==> config.mk <==
export PLATFORM = sky130hd
export DESIGN_NAME = sram_cim_ctrl
export DESIGN_NICKNAME = d
export VERILOG_FILES = /design/src/rtl/sram_cim_ctrl_pkg.sv /design/src/rtl/cim_ctrl_timer.sv /design/src/rtl/sram_cim_ctrl.sv
export SDC_FILE = /design/constraint.sdc
export NUM_CORES = 1
export LEC_CHECK = 0
export ABC_AREA = 1
export CAP_MARGIN = 40
export CELL_PAD_IN_SITES_DETAIL_PLACEMENT = 1
export CELL_PAD_IN_SITES_GLOBAL_PLACEMENT = 2
export CORE_ASPECT_RATIO = 0.7
export CORE_MARGIN = 10
export CORE_UTILIZATION = 23
export CTS_CLUSTER_DIAMETER = 50
export DETAILED_ROUTE_END_ITERATION = 6
export PLACE_DENSITY_LB_ADDON = 0.3
export REMOVE_ABC_BUFFERS = 1
export SLEW_MARGIN = 10
export SYNTH_ARGS = -nofsm -noshare
export SYNTH_HDL_FRONTEND = slang
export SYNTH_SLANG_ARGS = --single-unit
==> constraint.sdc <==
create_clock -name clk -period 2.6 [get_ports clk]
set_input_delay 0.26 -clock clk [delete_from_list [all_inputs] [get_ports clk]]
set_output_delay 0.26 -clock clk [all_outputs]
set_load 0.005 [all_outputs]
==> src/rtl/sram_cim_ctrl_pkg.sv <==
// rtl/sram_cim_ctrl_pkg.sv - op encodings, FSM states and default timing for the SRAM_CIM sequencer
package sram_cim_ctrl_pkg;

  localparam logic [1:0] OP_WR_ARR = 2'b00;
  localparam logic [1:0] OP_WR_BUF = 2'b01;
  localparam logic [1:0] OP_READ   = 2'b10;
  localparam logic [1:0] OP_COMP   = 2'b11;

  localparam int unsigned DEF_WR_CYCLES  = 21;
  localparam int unsigned DEF_RD_CYCLES  = 3;
  localparam int unsigned DEF_SET_CYCLES = 2;
  localparam int unsigned DEF_BIT_CYCLES = 2;
  localparam int unsigned DEF_REL_CYCLES = 2;

  typedef enum logic [2:0] {
    ST_IDLE,
    ST_WRITE,
    ST_READ,
    ST_SET,
    ST_PRE,
    ST_BIT,
    ST_REL,
    ST_FIN
  } state_t;

endpackage

==> src/rtl/cim_ctrl_timer.sv <==
// rtl/cim_ctrl_timer.sv - 8-bit loadable down-counter; o_expire is high during the last cycle of a loaded duration
module cim_ctrl_timer (
  input  logic       clk,
  input  logic       rst,
  input  logic       i_load,
  input  logic [7:0] i_value,
  output logic       o_expire
);

  logic [7:0] r_count;
  logic       r_expire;

  always_ff @(posedge clk) begin
    if (rst) begin
      r_count  <= 8'd0;
      r_expire <= 1'b0;
    end else if (i_load) begin
      r_count  <= i_value - 8'd1;
      r_expire <= (i_value == 8'd1);
    end else if (r_count != 8'd0) begin
      r_count  <= r_count - 8'd1;
      r_expire <= (r_count == 8'd1);
    end else begin
      r_expire <= 1'b0;
    end
  end

  assign o_expire = r_expire;

endmodule

==> src/rtl/sram_cim_ctrl.sv <==
// rtl/sram_cim_ctrl.sv - command sequencer driving SRAM_CIM macro pins with fixed cycle timing
module sram_cim_ctrl
  import sram_cim_ctrl_pkg::*;
#(
  parameter int unsigned WR_CYCLES  = DEF_WR_CYCLES,
  parameter int unsigned RD_CYCLES  = DEF_RD_CYCLES,
  parameter int unsigned SET_CYCLES = DEF_SET_CYCLES,
  parameter int unsigned BIT_CYCLES = DEF_BIT_CYCLES,
  parameter int unsigned REL_CYCLES = DEF_REL_CYCLES
) (
  input  logic        clk,
  input  logic        rst,
  input  logic        cmd_valid,
  output logic        cmd_ready,
  input  logic [1:0]  cmd_op,
  input  logic [8:0]  cmd_addr,
  input  logic [15:0] cmd_data,
  output logic        rsp_valid,
  output logic [15:0] rsp_data,
  output logic        done,
  output logic        busy,
  output logic [8:0]  cim_a,
  output logic [15:0] cim_d,
  input  logic [15:0] cim_q,
  output logic        cim_wrt,
  output logic        cim_wrtbuf,
  output logic        cim_read,
  output logic        cim_set,
  output logic        cim_comp,
  output logic        cim_model,
  output logic        cim_inbit,
  output logic        cim_wait_
);

  state_t      r_state;
  state_t      w_state_next;
  logic        r_phase;
  logic        w_phase_next;
  logic [1:0]  r_op;
  logic [1:0]  w_op_eff;
  logic        w_accept;
  logic        w_load;
  logic [7:0]  w_dur;
  logic        w_expire;
  logic        w_in_phase;

  logic        r_cmd_ready, r_rsp_valid, r_done, r_busy;
  logic [15:0] r_rsp_data;
  logic [8:0]  r_cim_a;
  logic [15:0] r_cim_d;
  logic        r_wrt, r_wrtbuf, r_read, r_set, r_comp, r_model, r_inbit, r_wait;

  cim_ctrl_timer u_timer (
    .clk      (clk),
    .rst      (rst),
    .i_load   (w_load),
    .i_value  (w_dur),
    .o_expire (w_expire)
  );

  always_comb begin
    w_state_next = r_state;
    w_phase_next = r_phase;
    w_accept     = cmd_valid && r_cmd_ready && (r_state == ST_IDLE);
    w_op_eff     = w_accept ? cmd_op : r_op;
    case (r_state)
      ST_IDLE: begin
        if (w_accept) begin
          case (cmd_op)
            OP_WR_ARR, OP_WR_BUF: w_state_next = ST_WRITE;
            OP_READ:              w_state_next = ST_READ;
            default: begin
              w_state_next = ST_SET;
              w_phase_next = 1'b0;
            end
          endcase
        end
      end
      ST_WRITE, ST_READ: if (w_expire) w_state_next = ST_FIN;
      ST_SET:            if (w_expire) w_state_next = ST_PRE;
      ST_PRE:            if (w_expire) w_state_next = ST_BIT;
      ST_BIT:            if (w_expire) w_state_next = ST_REL;
      ST_REL: begin
        if (w_expire) begin
          if (r_phase) begin
            w_state_next = ST_FIN;
          end else begin
            w_state_next = ST_PRE;
            w_phase_next = 1'b1;
          end
        end
      end
      ST_FIN:            if (w_expire) w_state_next = ST_IDLE;
      default:           w_state_next = ST_IDLE;
    endcase

    // Every state entry reloads the timer with that state's duration; IDLE needs no timing.
    w_load = (w_state_next != r_state) && (w_state_next != ST_IDLE);
    case (w_state_next)
      ST_WRITE: w_dur = 8'(WR_CYCLES);
      ST_READ:  w_dur = 8'(RD_CYCLES);
      ST_SET:   w_dur = 8'(SET_CYCLES);
      ST_BIT:   w_dur = 8'(BIT_CYCLES);
      ST_REL:   w_dur = 8'(REL_CYCLES);
      default:  w_dur = 8'd1;
    endcase
    w_in_phase = (w_state_next == ST_PRE) || (w_state_next == ST_BIT) || (w_state_next == ST_REL);
  end

  always_ff @(posedge clk) begin
    if (rst) begin
      r_state     <= ST_IDLE;
      r_phase     <= 1'b0;
      r_op        <= 2'b00;
      r_cmd_ready <= 1'b1;
      r_rsp_valid <= 1'b0;
      r_rsp_data  <= 16'd0;
      r_done      <= 1'b0;
      r_busy      <= 1'b0;
      r_cim_a     <= 9'd0;
      r_cim_d     <= 16'd0;
      r_wrt       <= 1'b0;
      r_wrtbuf    <= 1'b0;
      r_read      <= 1'b0;
      r_set       <= 1'b0;
      r_comp      <= 1'b0;
      r_model     <= 1'b0;
      r_inbit     <= 1'b0;
      r_wait      <= 1'b0;
    end else begin
      r_state <= w_state_next;
      r_phase <= w_phase_next;
      if (w_accept) begin
        r_op    <= cmd_op;
        r_cim_a <= cmd_addr;
        r_cim_d <= cmd_data;
      end
      r_cmd_ready <= (w_state_next == ST_IDLE);
      r_busy      <= (w_state_next != ST_IDLE);
      r_done      <= (w_state_next == ST_FIN);
      r_rsp_valid <= (r_state == ST_READ) && w_expire;
      if ((r_state == ST_READ) && w_expire) r_rsp_data <= cim_q;
      r_wrt    <= (w_state_next == ST_WRITE) && (w_op_eff == OP_WR_ARR);
      r_wrtbuf <= (w_state_next == ST_WRITE) && (w_op_eff == OP_WR_BUF);
      r_read   <= (w_state_next == ST_READ);
      r_set    <= (w_state_next == ST_SET);
      r_comp   <= w_in_phase;
      r_model  <= w_in_phase && w_phase_next;
      r_inbit  <= (w_state_next == ST_BIT);
      r_wait   <= (w_state_next == ST_PRE) || (w_state_next == ST_BIT);
    end
  end

  assign cmd_ready  = r_cmd_ready;
  assign rsp_valid  = r_rsp_valid;
  assign rsp_data   = r_rsp_data;
  assign done       = r_done;
  assign busy       = r_busy;
  assign cim_a      = r_cim_a;
  assign cim_d      = r_cim_d;
  assign cim_wrt    = r_wrt;
  assign cim_wrtbuf = r_wrtbuf;
  assign cim_read   = r_read;
  assign cim_set    = r_set;
  assign cim_comp   = r_comp;
  assign cim_model  = r_model;
  assign cim_inbit  = r_inbit;
  assign cim_wait_  = r_wait;

endmodule

**Word level (Yosys, flattened, before mapping)**

Cells that the tools add are included.

- Word-level logic and storage cells: 82
- Flip-flop bits (word level): 68

- Eq/ne operators: 20
- Multiplexer cells: 20
- Reduce and logical (&&, ||, !) cells: 20
- $add $sub $neg: 2

Operators by type and width:

| cell | count |
|---|---|
| $eq A3 B3 Y1 const B | 8 |
| $mux W3 | 7 |
| $pmux W3 S7 | 1 |
| $mux W8 | 2 |
| $pmux W5 S3 | 1 |
| $eq A3 B2 Y1 const B | 4 |
| $eq A8 B1 Y1 const B | 1 |
| $reduce_bool A8 Y1 | 1 |
| $sub A8 B1 Y8 const B | 1 |
| $logic_and A1 B1 Y1 | 7 |
| $eq A3 B1 Y1 const B | 2 |
| $logic_not A3 Y1 | 2 |
| $reduce_or A3 Y1 | 2 |
| $sub A5 B1 Y6 const B | 1 |
| $eq A5 B1 Y1 const B | 1 |
| $mux W1 | 5 |
| $eq A2 B1 Y1 const B | 2 |
| $logic_not A2 Y1 | 2 |
| $mux W2 | 2 |
| $pmux W2 S2 | 1 |
| $reduce_or A2 Y1 | 2 |
| $ne A3 B3 Y1 | 1 |
| $reduce_bool A3 Y1 | 1 |
| $eq A2 B2 Y1 const B | 1 |
| 3 further kinds | 4 |

**Longest topological paths before layout**

- Word-level depth: 10
- Gate-level depth with buffers: 16
- Depth with buffers taken out: 16

**By module**

Synthesis repeated with hierarchy kept, for this count alone.

- Cells, all modules: 414
- Area total of the unflattened synthesis: 3066.7 µm²

Modules (own cells, without submodules):

| module | sequential area each (µm²) | cells each | area each (µm²) | times used |
|---|---|---|---|---|
| sram_cim_ctrl | 1181.1 | 292 | 2302.2 | 1 |
| cim_ctrl_timer | 180.2 | 122 | 764.5 | 1 |

**Worst setup path before layout**

Ideal clock, no wire load.

- Kind: register to register
- From: register r_state[0]
- To: register u_timer.r_count[1]
- Stages on the path, launching flop included: 16
- Required time: 2535 ps
- Arrival time: 1804 ps
- Path slack: 731 ps
- Period minus slack after synthesis: 1869 ps
- Library setup time: 65 ps
- Cells stage by stage: dfxtp_1 -> nor2_1 -> nand2_1 -> nor2_1 -> nand2_1 -> nand2_2 -> inv_2 -> nor2_1 -> nand2_1 -> nand3_2 -> ha_1 -> inv_1 -> nand3_1 -> nand2_1 -> nor2_1 -> nor2_1

- Longest elaborated chain between the ends: 9
- Elaborated cells between the ends (all ways): 31
- Classes of those cells: add/sub: 1; eq/ne: 13; mux: 10; reduce/logical: 7

Ends and longest elaborated chain:

| element | line | RTL |
|---|---|---|
| from (decl) | sram_cim_ctrl.sv:35 | `state_t r_state;` |
| from (signal assigned) | sram_cim_ctrl.sv:131 | `r_state <= w_state_next;` |
| $logic_not A3 Y1 | sram_cim_ctrl.sv:64, sram_cim_ctrl.sv:66 |  |
| $logic_and A1 B1 Y1 | sram_cim_ctrl.sv:64 | `w_accept = cmd_valid && r_cmd_ready && (r_state == ST_IDLE);` |
| $mux W3 | sram_cim_ctrl.sv:68 | `if (w_accept) begin` |
| $pmux W3 S7 | sram_cim_ctrl.sv:66 | `case (r_state)` |
| $eq A3 B3 Y1 or $eq A3 B2 Y1 (tied branches) | sram_cim_ctrl.sv:99 | `case (w_state_next)` |
| $reduce_or A3 Y1 (no line) | -- |  |
| $pmux W5 S3 | sram_cim_ctrl.sv:99 |  |
| $sub A5 B1 Y6 | cim_ctrl_timer.sv:18 | `r_count <= i_value - 8'd1;` |
| $mux W8 | cim_ctrl_timer.sv:17 | `end else if (i_load) begin` |
| to (signal assigned) | cim_ctrl_timer.sv:18 |  |
| to (signal assigned) | cim_ctrl_timer.sv:21 | `r_count <= r_count - 8'd1;` |
| to (decl) | cim_ctrl_timer.sv:10 | `logic [7:0] r_count;` |

Parallel ways exist; a longest one is shown, timed or not.
A chain may end at the register's enable or synchronous reset.

**Worst setup path in the final report**

- From: register r_state[1]
- To: register u_timer.r_count[1]

Same word-level chain as after synthesis.

==> run summary <==
The run finished with clean final reports. Summed over all cells, the static leakage comes to 1.69 nW. The H-tree was split into 3 levels.

For the final antenna-violating net count, the log shows 0. Cells with a size suffix above 1 make up 6.25% of the layout. Timing analysis after detailed placement gives a worst setup slack of 288 ps. The critical path starts at r_state[1].

The number of primary I/O pins was 99. The final count of hold timing violations was 0; the proportion of synthesized area in mux cells was 0%. The DRC violations left was 0. The tree is rooted in a clkbuf_16.

The ratio of routed vias to standard cells is 4.34. The library cell used most frequently in the layout, excluding fill and tap cells, is nor2_1. Input and output buffers added on the ports amount to 98.

In this run the core area contains 32 standard-cell rows. The period utilization came out at 83.8%. The worst clock skew on the final layout was 5.17 ps; the average wire per cell in the routed design was 15.0 um.

Once the floorplan was initialized, standard cells occupied 23.9% of the core. Based on the critical path, the design can be clocked at up to 459 MHz. The count of final setup violators was 0. The first-pass GRT wire length was 14900 um.

Adding up every negative setup slack in the final design gives 0 ps. The netlist uses 25 different library cells. Summing the areas of all compound-gate instances in the mapped netlist gives 11.4% of the synthesized area. Die outline height: 110 um. Of the synthesized area, sequential elements account for 51.3%. Detailed placement finished with a half-perimeter wire length of 6960 um. At the end of routability-driven placement, the weighted congestion stood at 0.784. Number of hold-repair buffers added at the cts stage: 0. For the number of buffers added by the clock tree synthesis step, the log shows 9.

The floorplan step set the die width to 148 um. Of the total synthesized cell area, the portion taken by AND, OR, NAND and NOR gates is 28.2%. The logs give 357 for the synthesized instance count and 2870 ps for the endpoint required time on the critical path.

Start-to-end type of the worst setup path: reg2reg. The area share of xor/xnor cells in the synthesized design works out to 2.31%. The total overflow left after global routing is 0.

In this run the power density over the cells is 1040 nW/um2. The slew of the pin with the lowest slew margin came out at 513 ps. Clock latency on the worst-skew pair, taken at its later pin, is 330 ps.

After synthesis, the largest family of logic cells by area is simple AND/OR/NAND/NOR gates. IR analysis of the VDD net gives a maximum drop of 0.373 mV. The launch instance of the worst register-to-register path is r_state[1]. Post-CTS repair changed the size of 0 cells. The final route contains 2679 vias. The Yosys step of the flow raised 0 warnings.

TritonCTS built the clock tree. The clock passes through at most 2 buffers. The worst hold path startpoint is rsp_data[6]. The final-stage net count is 509, and the growth of design area from synthesis to finish is 55.6%. CTS saw 68 sinks.

Summing the areas of all fa, ha and maj instances in the mapped netlist gives 1.41% of the synthesized area. The length in cells of the worst reg-to-reg path was 16. Once the clock tree was built, the setup fixing pass inserted 0 buffers.

0 antenna diodes ended up in the layout. After floorplanning, the core was sized to cover 11100 um2. For the minimum setup slack in the final design, the log shows 421 ps.

The startpoint class of the critical path was a flip-flop. Global routing used 11.6% of the available tracks across all layers. Setup repair after global routing left no endpoint under its margin. Post-layout utilization of the core: 37.1%. Along the worst path, the maximum fanout reaches 7.

For the final max-slew violation count, the log shows 0. The path type of the worst min-delay path was reg2reg. The via count of the first global-routing pass is 2803. The clock input transition at the sequential cells of the worst setup and hold paths was 50 ps; the starting DRC count in detailed routing was 93. The worst hold path passes through 2 cells. The post-detailed-routing wire length was 9250 um.

The tools report the tightest slew margin relative to the limit as 65.7%. The logs give 0 for the count of maximum capacitance violations and 2450 ps for the arrival time of data at the critical path endpoint. The pre-antenna-repair detailed-routing pass consisted of 4 iterations. The top cell types in the final layout, fill and taps aside, are 116 x nor2_1, 98 x clkdlybuf4s50_1, 68 x dfxtp_1. For the summed instance area of the synthesized netlist, the log shows 2660 um2.

The overall die area is 16300 um2. The run gives 1 as the initial antenna violation count. The register bit total from synthesis is 68. Entering global routing, the biggest net connects 47 pins. Nature of the critical path endpoint: a flip-flop. The clock period could shrink to 2180 ps.

The synthesized area per cell works out to 7.44 um2.
==> cell type report <==
| cell class | instances | area (um2) |
|---|---|---|
| multi-input cells | 251 | 1150 |
| clock buffers | 14 | 274 |
| fillers | 1331 | 7000 |
| flip-flops and latches | 68 | 1360 |
| repair buffers | 104 | 1030 |
| clock inverters | 1 | 30.0 |
| inverters | 26 | 97.6 |
| well taps | 153 | 191 |
==> per-layer routing <==
layer	routed length [um]	vias up	track usage (%)
met5	16	-	0
met1	4190	1253	13.2
met4	100	2	3.39
li1	-	1342	-
met2	3900	69	17.8
met3	1030	13	7.31
==> critical path, stage by stage, from the launching register on <==
cell	delay, ps
dfxtp_1	400
inv_2	90
nor2_1	170
nand3_1	120
nand3_1	100
nand2_1	80
nand2_2	130
inv_2	90
nor2_1	190
nand2_1	120
nand3_2	90
ha_1	220
inv_1	50
nand3_1	70
nand2_1	70
nor2_1	40
nor2_1	70
==> stage by stage <==
step / hold slack [ps] / instances / power, mW / instance area, um2
2_1_floorplan: 332 / 345 / 2.31 / 2610
3_3_place_gp: 464 / 602 / 3.06 / 3830
3_5_place_dp: 474 / 602 / 3.09 / 3830
4_1_cts: 488 / 617 / 4.38 / 4130
5_1_grt: 513 / 617 / 4.64 / 4130
6_report: 482 / 617 / 4.29 / 4130
==> synthesized netlist by cell type <==
library cell / n / share of area (%)
nor3_1: 4 / 0.75
dfxtp_1: 68 / 51
nor2_1: 116 / 16
nand2_1: 40 / 5.7
ha_1: 3 / 1.4
nand3_1: 13 / 2.5
o21ai_4: 1 / 0.61
buf_1: 1 / 0.14
o21ai_1: 2 / 0.38
inv_1: 20 / 2.8
o21ai_0: 47 / 8.9
nor4_1: 3 / 0.71
inv_2: 5 / 0.71
buf_2: 1 / 0.19
nand3b_1: 1 / 0.28
a21oi_1: 5 / 0.94
clkbuf_1: 10 / 1.4
nand3_2: 2 / 0.75
a221oi_1: 1 / 0.33
xor2_1: 3 / 0.99
xnor2_1: 4 / 1.3
clkinv_1: 1 / 0.14
a22oi_1: 1 / 0.28
nand4_1: 3 / 0.71
nand2_2: 2 / 0.47
==> sequential cells by signal, summed over array words and instances (netlist names) <==
| signal | cells |
|---|---|
| cim_wrtbuf | 1 |
| cim_comp | 1 |
| cmd_ready | 1 |
| r_phase | 1 |
| cim_read | 1 |
| r_state | 3 |
| cim_wait_ | 1 |
| u_timer.r_count | 8 |
| cim_inbit | 1 |
| cim_d | 16 |
| cim_model | 1 |
| busy | 1 |
| cim_a | 9 |
| rsp_data | 16 |
| done | 1 |
| cim_wrt | 1 |
| rsp_valid | 1 |
| u_timer.o_expire | 1 |
| cim_set | 1 |
| r_op | 2 |
==> cells by family (layout without fill, tap and decap cells) <==
group	Yosys count	count (layout)
compound gates	57	57
xor+xnor	7	7
fa+ha+maj	3	3
buf+inv	38	145
flops	68	68
simple gates	184	184
==> final timing paths <==
kind                                      endpoint  slack (ps)
worst min-delay path                   rsp_data[6]         480
worst min register to register         rsp_data[6]         480
worst max-delay path            u_timer.r_count[1]         420
worst max register to register  u_timer.r_count[1]         420
==> power by group <==
group / total, mW / switching (mW) / internal (mW)
combinational: 1.63 / 0.910 / 0.720
sequential: 1.42 / 0.137 / 1.28
clock: 1.24 / 0.424 / 0.816
Note: power is estimated with default switching activity, not from simulation.
